==> src/rtl/alu4_if.sv <==
// Request/result bundle for the alu4 registered ALU slice.
// The master side issues operands and opcode; the slave side returns the result and flags.
interface alu4_if #(
    parameter int unsigned WIDTH = 4
);
    logic             in_valid;
    logic [3:0]       opr;
    logic [WIDTH-1:0] a;
    logic [WIDTH-1:0] b;
    logic [WIDTH-1:0] o;
    logic             out_valid;
    logic             carry;
    logic             zero;
    logic             ovf;
    logic             illegal;

    modport master (
        output in_valid, opr, a, b,
        input  o, out_valid, carry, zero, ovf, illegal
    );

    modport slave (
        input  in_valid, opr, a, b,
        output o, out_valid, carry, zero, ovf, illegal
    );
endinterface

==> src/rtl/alu4.sv <==
// 4-bit registered ALU: combinational datapath feeding a single bank of output registers.
// Result and flags load together on an accepted request and hold otherwise.
module alu4 #(
    parameter int unsigned WIDTH = 4
) (
    input  logic   clk,
    input  logic   rst_n,
    alu4_if.slave  bus
);
    localparam logic [3:0] OP_ADD  = 4'd0;
    localparam logic [3:0] OP_SUB  = 4'd1;
    localparam logic [3:0] OP_MUL  = 4'd2;
    localparam logic [3:0] OP_AND  = 4'd3;
    localparam logic [3:0] OP_OR   = 4'd4;
    localparam logic [3:0] OP_XOR  = 4'd5;
    localparam logic [3:0] OP_NAND = 4'd6;
    localparam logic [3:0] OP_NOR  = 4'd7;
    localparam logic [3:0] OP_XNOR = 4'd8;
    localparam logic [3:0] OP_NOT  = 4'd9;
    localparam logic [3:0] OP_INC  = 4'd12;
    localparam logic [3:0] OP_DEC  = 4'd13;
    localparam logic [3:0] OP_GT   = 4'd14;
    localparam logic [3:0] OP_EQ   = 4'd15;

    localparam int unsigned MSB = WIDTH - 1;

    logic [WIDTH:0]       w_sum;
    logic [WIDTH:0]       w_diff;
    logic [WIDTH:0]       w_inc;
    logic [WIDTH:0]       w_dec;
    logic [2*WIDTH-1:0]   w_prod;
    logic [WIDTH-1:0]     w_res;
    logic                 w_carry;
    logic                 w_ovf;
    logic                 w_illegal;

    logic [WIDTH-1:0]     r_o;
    logic                 r_valid;
    logic                 r_carry;
    logic                 r_zero;
    logic                 r_ovf;
    logic                 r_illegal;

    // Extra top bit on add/sub/inc/dec carries the carry-out or borrow directly.
    assign w_sum  = {1'b0, bus.a} + {1'b0, bus.b};
    assign w_diff = {1'b0, bus.a} - {1'b0, bus.b};
    assign w_inc  = {1'b0, bus.a} + (WIDTH+1)'(1);
    assign w_dec  = {1'b0, bus.a} - (WIDTH+1)'(1);
    assign w_prod = {{WIDTH{1'b0}}, bus.a} * {{WIDTH{1'b0}}, bus.b};

    always_comb begin
        w_res     = '0;
        w_carry   = 1'b0;
        w_ovf     = 1'b0;
        w_illegal = 1'b0;
        case (bus.opr)
            OP_ADD: begin
                w_res   = w_sum[WIDTH-1:0];
                w_carry = w_sum[WIDTH];
                w_ovf   = (bus.a[MSB] == bus.b[MSB]) && (w_sum[MSB] != bus.a[MSB]);
            end
            OP_SUB: begin
                w_res   = w_diff[WIDTH-1:0];
                w_carry = w_diff[WIDTH];
                w_ovf   = (bus.a[MSB] != bus.b[MSB]) && (w_diff[MSB] != bus.a[MSB]);
            end
            OP_MUL: begin
                w_res   = w_prod[WIDTH-1:0];
                w_carry = |w_prod[2*WIDTH-1:WIDTH];
            end
            OP_AND:  w_res = bus.a & bus.b;
            OP_OR:   w_res = bus.a | bus.b;
            OP_XOR:  w_res = bus.a ^ bus.b;
            OP_NAND: w_res = ~(bus.a & bus.b);
            OP_NOR:  w_res = ~(bus.a | bus.b);
            OP_XNOR: w_res = ~(bus.a ^ bus.b);
            OP_NOT:  w_res = ~bus.a;
            OP_INC: begin
                w_res   = w_inc[WIDTH-1:0];
                w_carry = w_inc[WIDTH];
                w_ovf   = ~bus.a[MSB] & w_inc[MSB];
            end
            OP_DEC: begin
                w_res   = w_dec[WIDTH-1:0];
                w_carry = w_dec[WIDTH];
                w_ovf   = bus.a[MSB] & ~w_dec[MSB];
            end
            OP_GT:   w_res = {{(WIDTH-1){1'b0}}, (bus.a > bus.b)};
            OP_EQ:   w_res = {{(WIDTH-1){1'b0}}, (bus.a == bus.b)};
            default: w_illegal = 1'b1;
        endcase
    end

    always_ff @(posedge clk or negedge rst_n) begin
        if (!rst_n) begin
            r_o       <= '0;
            r_valid   <= 1'b0;
            r_carry   <= 1'b0;
            r_zero    <= 1'b0;
            r_ovf     <= 1'b0;
            r_illegal <= 1'b0;
        end else begin
            r_valid <= bus.in_valid;
            if (bus.in_valid) begin
                r_o       <= w_res;
                r_carry   <= w_carry;
                r_zero    <= (w_res == '0);
                r_ovf     <= w_ovf;
                r_illegal <= w_illegal;
            end
        end
    end

    assign bus.o         = r_o;
    assign bus.out_valid = r_valid;
    assign bus.carry     = r_carry;
    assign bus.zero      = r_zero;
    assign bus.ovf       = r_ovf;
    assign bus.illegal   = r_illegal;
endmodule

==> src/flat_wrapper.sv <==
// flat-port wrapper written by rule: the top's interface ports become plain ports
module alu4_flat 
#(
    parameter int unsigned WIDTH = 4
)
  (clk, rst_n, bus_in_valid, bus_opr, bus_a, bus_b, bus_o, bus_out_valid, bus_carry, bus_zero, bus_ovf, bus_illegal);
  alu4_if #(.WIDTH(WIDTH)) bus_i ();
  input  logic clk;
  input  logic rst_n;
  input wire logic [$bits(bus_i.in_valid)-1:0] bus_in_valid;
  input wire logic [$bits(bus_i.opr)-1:0] bus_opr;
  input wire logic [$bits(bus_i.a)-1:0] bus_a;
  input wire logic [$bits(bus_i.b)-1:0] bus_b;
  output wire logic [$bits(bus_i.o)-1:0] bus_o;
  output wire logic [$bits(bus_i.out_valid)-1:0] bus_out_valid;
  output wire logic [$bits(bus_i.carry)-1:0] bus_carry;
  output wire logic [$bits(bus_i.zero)-1:0] bus_zero;
  output wire logic [$bits(bus_i.ovf)-1:0] bus_ovf;
  output wire logic [$bits(bus_i.illegal)-1:0] bus_illegal;
  assign bus_i.in_valid = bus_in_valid;
  assign bus_i.opr = bus_opr;
  assign bus_i.a = bus_a;
  assign bus_i.b = bus_b;
  assign bus_o = bus_i.o;
  assign bus_out_valid = bus_i.out_valid;
  assign bus_carry = bus_i.carry;
  assign bus_zero = bus_i.zero;
  assign bus_ovf = bus_i.ovf;
  assign bus_illegal = bus_i.illegal;
  alu4 #(.WIDTH(WIDTH)) u_core (.clk(clk), .rst_n(rst_n), .bus(bus_i));
endmodule
==> config.mk <==
export PLATFORM = sky130hd
export DESIGN_NAME = alu4_flat
export DESIGN_NICKNAME = d
export VERILOG_FILES = /design/src/rtl/alu4_if.sv /design/src/rtl/alu4.sv /design/src/flat_wrapper.sv
export SDC_FILE = /design/constraint.sdc
export NUM_CORES = 1
export LEC_CHECK = 0
export ABC_CLOCK_PERIOD_IN_PS = 1100
export CAP_MARGIN = 10
export CELL_PAD_IN_SITES_DETAIL_PLACEMENT = 0
export CELL_PAD_IN_SITES_GLOBAL_PLACEMENT = 1
export CORE_ASPECT_RATIO = 1.5
export CORE_UTILIZATION = 46
export CTS_CLUSTER_SIZE = 25
export DETAILED_ROUTE_END_ITERATION = 10
export PLACE_DENSITY_LB_ADDON = 0.05
export SYNTH_ARGS = -nofsm -noshare
export SYNTH_HDL_FRONTEND = slang
export SYNTH_SLANG_ARGS = --single-unit
==> constraint.sdc <==
create_clock -name clk -period 1.1 [get_ports clk]
set_input_delay 0.33 -clock clk [delete_from_list [all_inputs] [get_ports clk]]
set_output_delay 0.33 -clock clk [all_outputs]
set_load 0.05 [all_outputs]
==> summary.txt, run 1 <==
Outcome
  • Status: finished, violations left
  • Failing checks: setup timing

Final layout
  • Nets: between 300 and 400
  • Fin cells: between 300 and 400
  • Most frequent cells in the layout: buf_4, buf_6, nor2_1, ha_4
  • Antenna Cells: 0
  • Layout area overhead: 80.00%
  • Filler cell count: between 200 and 250
  • Share of layout cells above drive strength 1: 52.31%
  • Commonest non-fill, non-tap cell in the layout: buf_4

Worst setup path
  • Type of the worst setup path: in -> reg
  • Startpoint Class: input pin
  • Worst path required time: ~1.2 ns
  • Critical path's slowest cell: fa_1
  • CP Buf/Inv Count: 2
  • CP delay by family, top: adder cells
  • Crit path cell chain: buf_8, nand2_4, fa_1, fa_1, inv_2, fa_2, a2bb2oi_2, o221ai_1, or4_4, mux2_4
  • Crit path capture type: flip-flop
  • Worst path arrival time: between 3 and 4 ns
  • Crit path top cell by count: fa_1
  • Worst Path Max Fanout: 3
  • Worst stage delay on the critical path: about 0.59 ns

Synth
  • Mux contribution to synthesized area: around 3.7%
  • Predominant post-synthesis flop cell: dfrtp_1
  • Simple-gate share of the synthesized area: a little over a quarter
  • Register bit total from synthesis: 9
  • Avg Inst Size Synth: a little over 8 sq um
  • Syn. warnings: 0
  • Syn Inst Count: approximately 230
  • Synth Area in Compound Gates: between 20% and 30%
  • Synth Cell Area: ~1900 sq um
  • Async SR Flop Fraction: 100.0%
  • Syn_nets: about 280
  • Largest family of logic cells by synthesized area: simple AND/OR/NAND/NOR gates
  • Synth Area in XOR/XNOR: roughly 2.8%
  • Distinct cells, synth: 61
  • Area share of fa/ha/maj cells after synthesis: between 20% and 30%
  • Sequential-to-total area share from yosys stat: between 10% and 20%
  • EDFF count, synth: 0

Power and ir drop
  • PwrDens: 810.1 nW/um^2
  • LEAKAGE: 0.001488 uW
  • Worst vdd ir: about 0.0010 V
  • Power Total: approximately 2800 uW

Timing
  • Clock skew: 0 ns
  • Pins Over Slew Limit: 0
  • Slew @ Worst Pin: approximately 0.47 ns
  • Setup violations, final: 16
  • Setup_tns: -9.894 ns
  • Final hold violations: 0
  • Unrepaired setup endpoints after global routing: true
  • Period utilization: 271.8%
  • Fmax: between 300 and 400 MHz
  • Fin crit period: around 3 ns
  • Worst setup margin: -1.890 ns
  • Worst relative slew slack: between 60% and 70%

Floorplanning
  • Core Box Area: roughly 3900 sq um
  • # IOs: 24
  • Die X: around 54 um
  • Die Span Y: 80.49 um
  • Num rows: 28
  • Starting density of the core: roughly 48%
  • Die area: around 4400 sq um

Clock network
  • CTS tree: yes
  • Inserted Clock Buffers: 3
  • Root Buffer Master: clkbuf_8
  • CTS H-Tree Depth: 1
  • Skew-Pair Late Insertion Delay: approximately 0.23 ns
  • CTS sink cnt: 9
  • CTS max path bufs: 2
  • Clock Pin Slew Worst Setup and Hold Paths: ~0.050 ns

Routing
  • Avg WL per Cell: ~23 um
  • ANT nets after route: 0
  • Post-DR vias/cell: between 6 and 7
  • DR iter-0 viols: 98
  • Initial DRT Pass Iterations: 4
  • Drc violations: 0
  • WL final: ~8400 um
  • DR vias: 2364

Global route
  • Global router's overall resource usage: 37.96%
  • First-pass GRT wire length: between 10000 and 15000 um
  • Antenna violations before repair: 0
  • Largest net degree at the start of global routing: 13
  • Vias in the first global route: about 2400
  • GRT overflow: 0

Placement
  • Dpl hpwl: approximately 5500 um
  • Cells after DPL: between 300 and 400
  • GP Congestion: 0.9856
  • PortBufs: 23

Run
  • Max Cap Viol: 0

Worst hold path
  • Hold WC Path Type: in -> async
per-layer routing:
metal	up-vias	part of all wire (%)	GRT usage [%]
li1	1032	-	-
met1	1123	33	35.11
met2	138	51	68.41
met3	71	6.0	5.871
met4	0	9.3	30.26
met5	-	0	0
flip-flops by register name, indices dropped and copies added, names as in the netlist:
register	count
u_core.bus.carry	1
u_core.bus.o	4
u_core.bus.ovf	1
u_core.bus.illegal	1
u_core.bus.zero	1
u_core.bus.out_valid	1
worst paths after layout:
kind                                 start         endpoint  slack, ns  depth (start not counted)
max                               bus_a[2]  u_core.bus.o[3]      -1.89                         10
min                                  rst_n  u_core.bus.o[0]       0.41                          1
max reg2reg                u_core.bus.o[3]  u_core.bus.o[3]       0.15                          2
min reg2reg                u_core.bus.o[2]  u_core.bus.o[2]       0.55                          1
max in group asynchronous            rst_n   u_core.bus.ovf       0.39                          1
min in group clk           u_core.bus.o[2]  u_core.bus.o[2]       0.55                          1
timing repair:
item | CTS | global route
gates cloned | 2 | 0
pin swaps | 31 | 17
buffers inserted | 9 | 5
resized for setup | 106 | 25
setup endpoints to repair | 17 | 17
hold buffers | 0 | 0
layout make-up:
type                       count  area, sq um  share of cell area [%]
inverter                      20        85.08                   2.502
timing repair buffer         105         1065                   31.31
tap                           45        56.30                   1.656
clock buffer                   4        45.04                   1.325
multi-input combinational    187         1924                   56.59
sequential                     9        225.2                   6.623
cell usage after synthesis, types with 2 or more instances:
library cell  instances  share of area (%)
o21ai_0               6                1.6
nor2b_1               5                1.7
buf_6                 3                1.8
nor4bb_1              2                1.1
dfrtp_1               9                 12
a211o_1               2               0.93
o41ai_2               2                1.7
buf_2                 6                1.6
fa_1                  6                6.4
nor3b_1               5                2.0
o21a_1                2               0.79
or4_1                 2               0.79
nor4_1                3               0.99
nor3_1                9                2.4
o211ai_1              3                1.2
inv_1                19                3.8
nand3_1               5                1.3
nand4b_1              2               0.93
buf_4                 3                1.2
or3_1                 2               0.66
mux2_2                4                2.4
a41oi_1               2               0.93
xnor2_1               6                2.8
nand2b_1              7                2.3
a2111oi_0             3                1.4
ha_1                 28                 19
a2bb2oi_1             3                1.4
and2b_1               3                1.2
nand3b_1              3                1.2
o221ai_1              2               0.93
o31ai_1               2               0.79
a21oi_1              10                2.6
nor2_1               17                3.4
a21o_1                2               0.79
and3_1                3               0.99
nand2_1              13                2.6
stage by stage:
step	area (sq um)	worst slack (ns)	hold slack, ns	util [%]
floorplan	2057	-2.002	0.03441	-
global placement	2859	-2.633	0.5238	72.86
detailed placement	2859	-2.777	0.5322	72.86
CTS	3259	-1.807	0.4175	83.07
global route	3401	-1.969	0.4377	86.67
finish	3401	-1.890	0.4085	86.67
report_power, final:
group / internal (uW) / leakage, uW / switching, uW
Sequential: 375 / 0.000113 / 49.8
Combinational: 1000 / 0.00135 / 942
Clock: 253 / 0.0000228 / 130
Total: 1630 / 0.00149 / 1120
kinds of logic (layout without fill, tap and decap cells):
family,count (synthesis),in the layout
AND/OR/NAND/NOR,89,89
buffers and inverters,33,129
flip-flops,9,9
AO/OA/AOI/OAI,52,52
XOR/XNOR,6,6
adder cells (fa/ha/maj),34,34
multiplexers,6,6
Power figures use the tool's default switching activity.
==> run 2: changes to the inputs <==
- RECOVER_POWER: default -> 50
==> run 2 against run 1 <==
Net effect: the run still ends with setup timing left; fmax is the same; sequential share of layout area did not move; via count did not move; sequential power barely moved; clock skew unchanged; power about the same; clock power about the same; combinational power barely moved; utilization stayed put; wire length barely moved; critical endpoint unchanged; largest power group unchanged; highest routed layer unchanged.
==> summary.txt, run 2 (synthesis gave the netlist of run 1 again) <==
Worst setup path
  • Type of the worst setup path: in -> reg
  • Worst path arrival time: 3.10 ns
  • Startpoint Class: input pin
  • R2r startpoint: u_core.bus.o[3]
  • Worst Path Max Fanout: 3
  • Worst path required time: around 1.2 ns
  • Crit path capture type: flip-flop
  • CP Launch Point: bus_a[2]

Timing
  • Slew @ Worst Pin: approximately 0.47 ns
  • Final hold violations: 0
  • Unrepaired setup endpoints after global routing: true
  • Clock skew: 0 ns
  • Pins Over Slew Limit: 0
  • Worst setup margin: -1.890 ns
  • Period utilization: 271.8%
  • Setup violations, final: 16
  • Worst relative slew slack: 68.69%
  • Fmax: ~330 MHz
  • Fin crit period: between 2 and 3 ns

Global route
  • Antenna violations before repair: 0
  • Vias in the first global route: 2445
  • Largest net degree at the start of global routing: 13
  • First-pass GRT wire length: approximately 12000 um
  • Global router's overall resource usage: 37.96%
  • GRT overflow: 0

Power and ir drop
  • LEAKAGE: between 0.001 and 0.0015 uW
  • Sequential Power Share: 15.4%
  • Power Internal: 1632 uW
  • Sw Ratio: approximately two fifths
  • Comb power frac: between 70% and 80%
  • Switching power: about 1100 uW
  • Worst vdd ir: ~0.0010 V
  • Power Total: ~2800 uW
  • Clock power share: 13.9%
  • PwrDens: 809.9 nW/um^2

Floorplanning
  • Die X: between 50 and 60 um
  • Die Span Y: roughly 80 um
  • Num rows: 28
  • Core Box Area: about 3900 sq um
  • # IOs: 24
  • Die area: between 4000 and 5000 sq um
  • Starting density of the core: around 48%

Routing
  • DR vias: about 2400
  • Initial DRT Pass Iterations: 4
  • Post-DR vias/cell: around 6.4
  • ANT nets after route: 0
  • WL final: 8445 um
  • DR iter-0 viols: 98
  • Avg WL per Cell: 22.82 um
  • Drc violations: 0

Worst hold path
  • Hold WC Path Type: in -> async

Placement
  • PortBufs: 23
  • Cells after DPL: 353
  • Post-DP Area: 2859 sq um
  • Dpl hpwl: between 5000 and 6000 um
  • GP Congestion: just under 1
  • DP Worst Slack: -2.777 ns

Clock network
  • Root Buffer Master: clkbuf_8
  • Inserted Clock Buffers: 3
  • CTS sink cnt: 9
  • Clock Pin Slew Worst Setup and Hold Paths: around 0.05 ns
  • CTS max path bufs: 2
  • CTS tree: yes
  • Skew-Pair Late Insertion Delay: around 0.23 ns
  • CTS H-Tree Depth: 1

Outcome
  • Failing checks: setup timing
  • Status: finished, violations left

Final layout
  • Max reg flops: 4
  • Commonest non-fill, non-tap cell in the layout: buf_4
  • Nets: about 380
  • Antenna Cells: 0
  • Layout area overhead: 80.00%
  • Fin cells: between 300 and 400
  • Share of layout cells above drive strength 1: between 50% and 60%
  • Finished Cell Area: 3401 sq um
  • Most frequent cells in the layout: buf_4, buf_6, nor2_1, ha_4

Run
  • Max Cap Viol: 0
==> run 2: timing repair <==
item	4_1_cts	5_1_grt
buffers inserted	9	5
pin swaps	31	17
resized for setup	106	25
endpoints found under the setup margin	17	17
gates cloned	2	0
hold buffers	0	0
==> run 2: power by group through the flow <==
| stage | logic, uW | clock network, uW | registers (uW) |
|---|---|---|---|
| after floorplan | 680 | 0 | 555 |
| after global placement | 1460 | 0 | 427 |
| after detailed placement | 1510 | 0 | 429 |
| after CTS | 1740 | 385 | 423 |
| after global routing | 2050 | 402 | 429 |
| final | 1950 | 382 | 425 |
==> run 2: area by class of cell <==
cell class | instances | area (sq um)
clock buffer | 4 | 45.04
fill | 218 | 523.0
inverter | 20 | 85.08
multi-input combinational | 187 | 1924
sequential | 9 | 225.2
tap | 45 | 56.30
timing repair buffer | 105 | 1065
==> run 2: critical path, stage by stage <==
cell,delay (ns)
buf_8,0.08
nand2_4,0.05
fa_1,0.59
fa_1,0.45
inv_2,0.09
fa_2,0.44
a2bb2oi_2,0.15
o221ai_1,0.15
or4_4,0.51
mux2_4,0.27
==> run 2: routing by layer <==
layer  global-route usage, %  vias up  routed length, um
met5                       0        -                  0
met4                   30.26        0                787
met3                   5.871       71                503
met2                   68.41      138               4343
li1                        -     1032                  -
met1                   35.11     1123               2811
==> run 2: path summary, 6_finish.rpt <==
kind / slack, ns / cells past startpoint / to
hold / removal: 0.48 / 1 / u_core.bus.o[0]
min in group clk: 0.55 / 1 / u_core.bus.o[2]
setup reg to reg: 0.15 / 2 / u_core.bus.o[3]
max in group asynchronous: 0.32 / 1 / u_core.bus.ovf
hold reg to reg: 0.55 / 1 / u_core.bus.o[2]
setup / recovery: -1.89 / 10 / u_core.bus.o[3]
==> run 2: through the flow <==
| step | hold WS, ns | setup TNS (ns) | util (%) |
|---|---|---|---|
| 2_1_floorplan | 0.03441 | -8.933 | - |
| 5_1_grt | 0.5080 | -10.46 | 86.67 |
| 3_3_place_gp | 0.5238 | -15.45 | 72.86 |
| 3_5_place_dp | 0.5322 | -16.05 | 72.86 |
| 4_1_cts | 0.4175 | -9.788 | 83.07 |
| 6_report | 0.4788 | -9.894 | 86.67 |
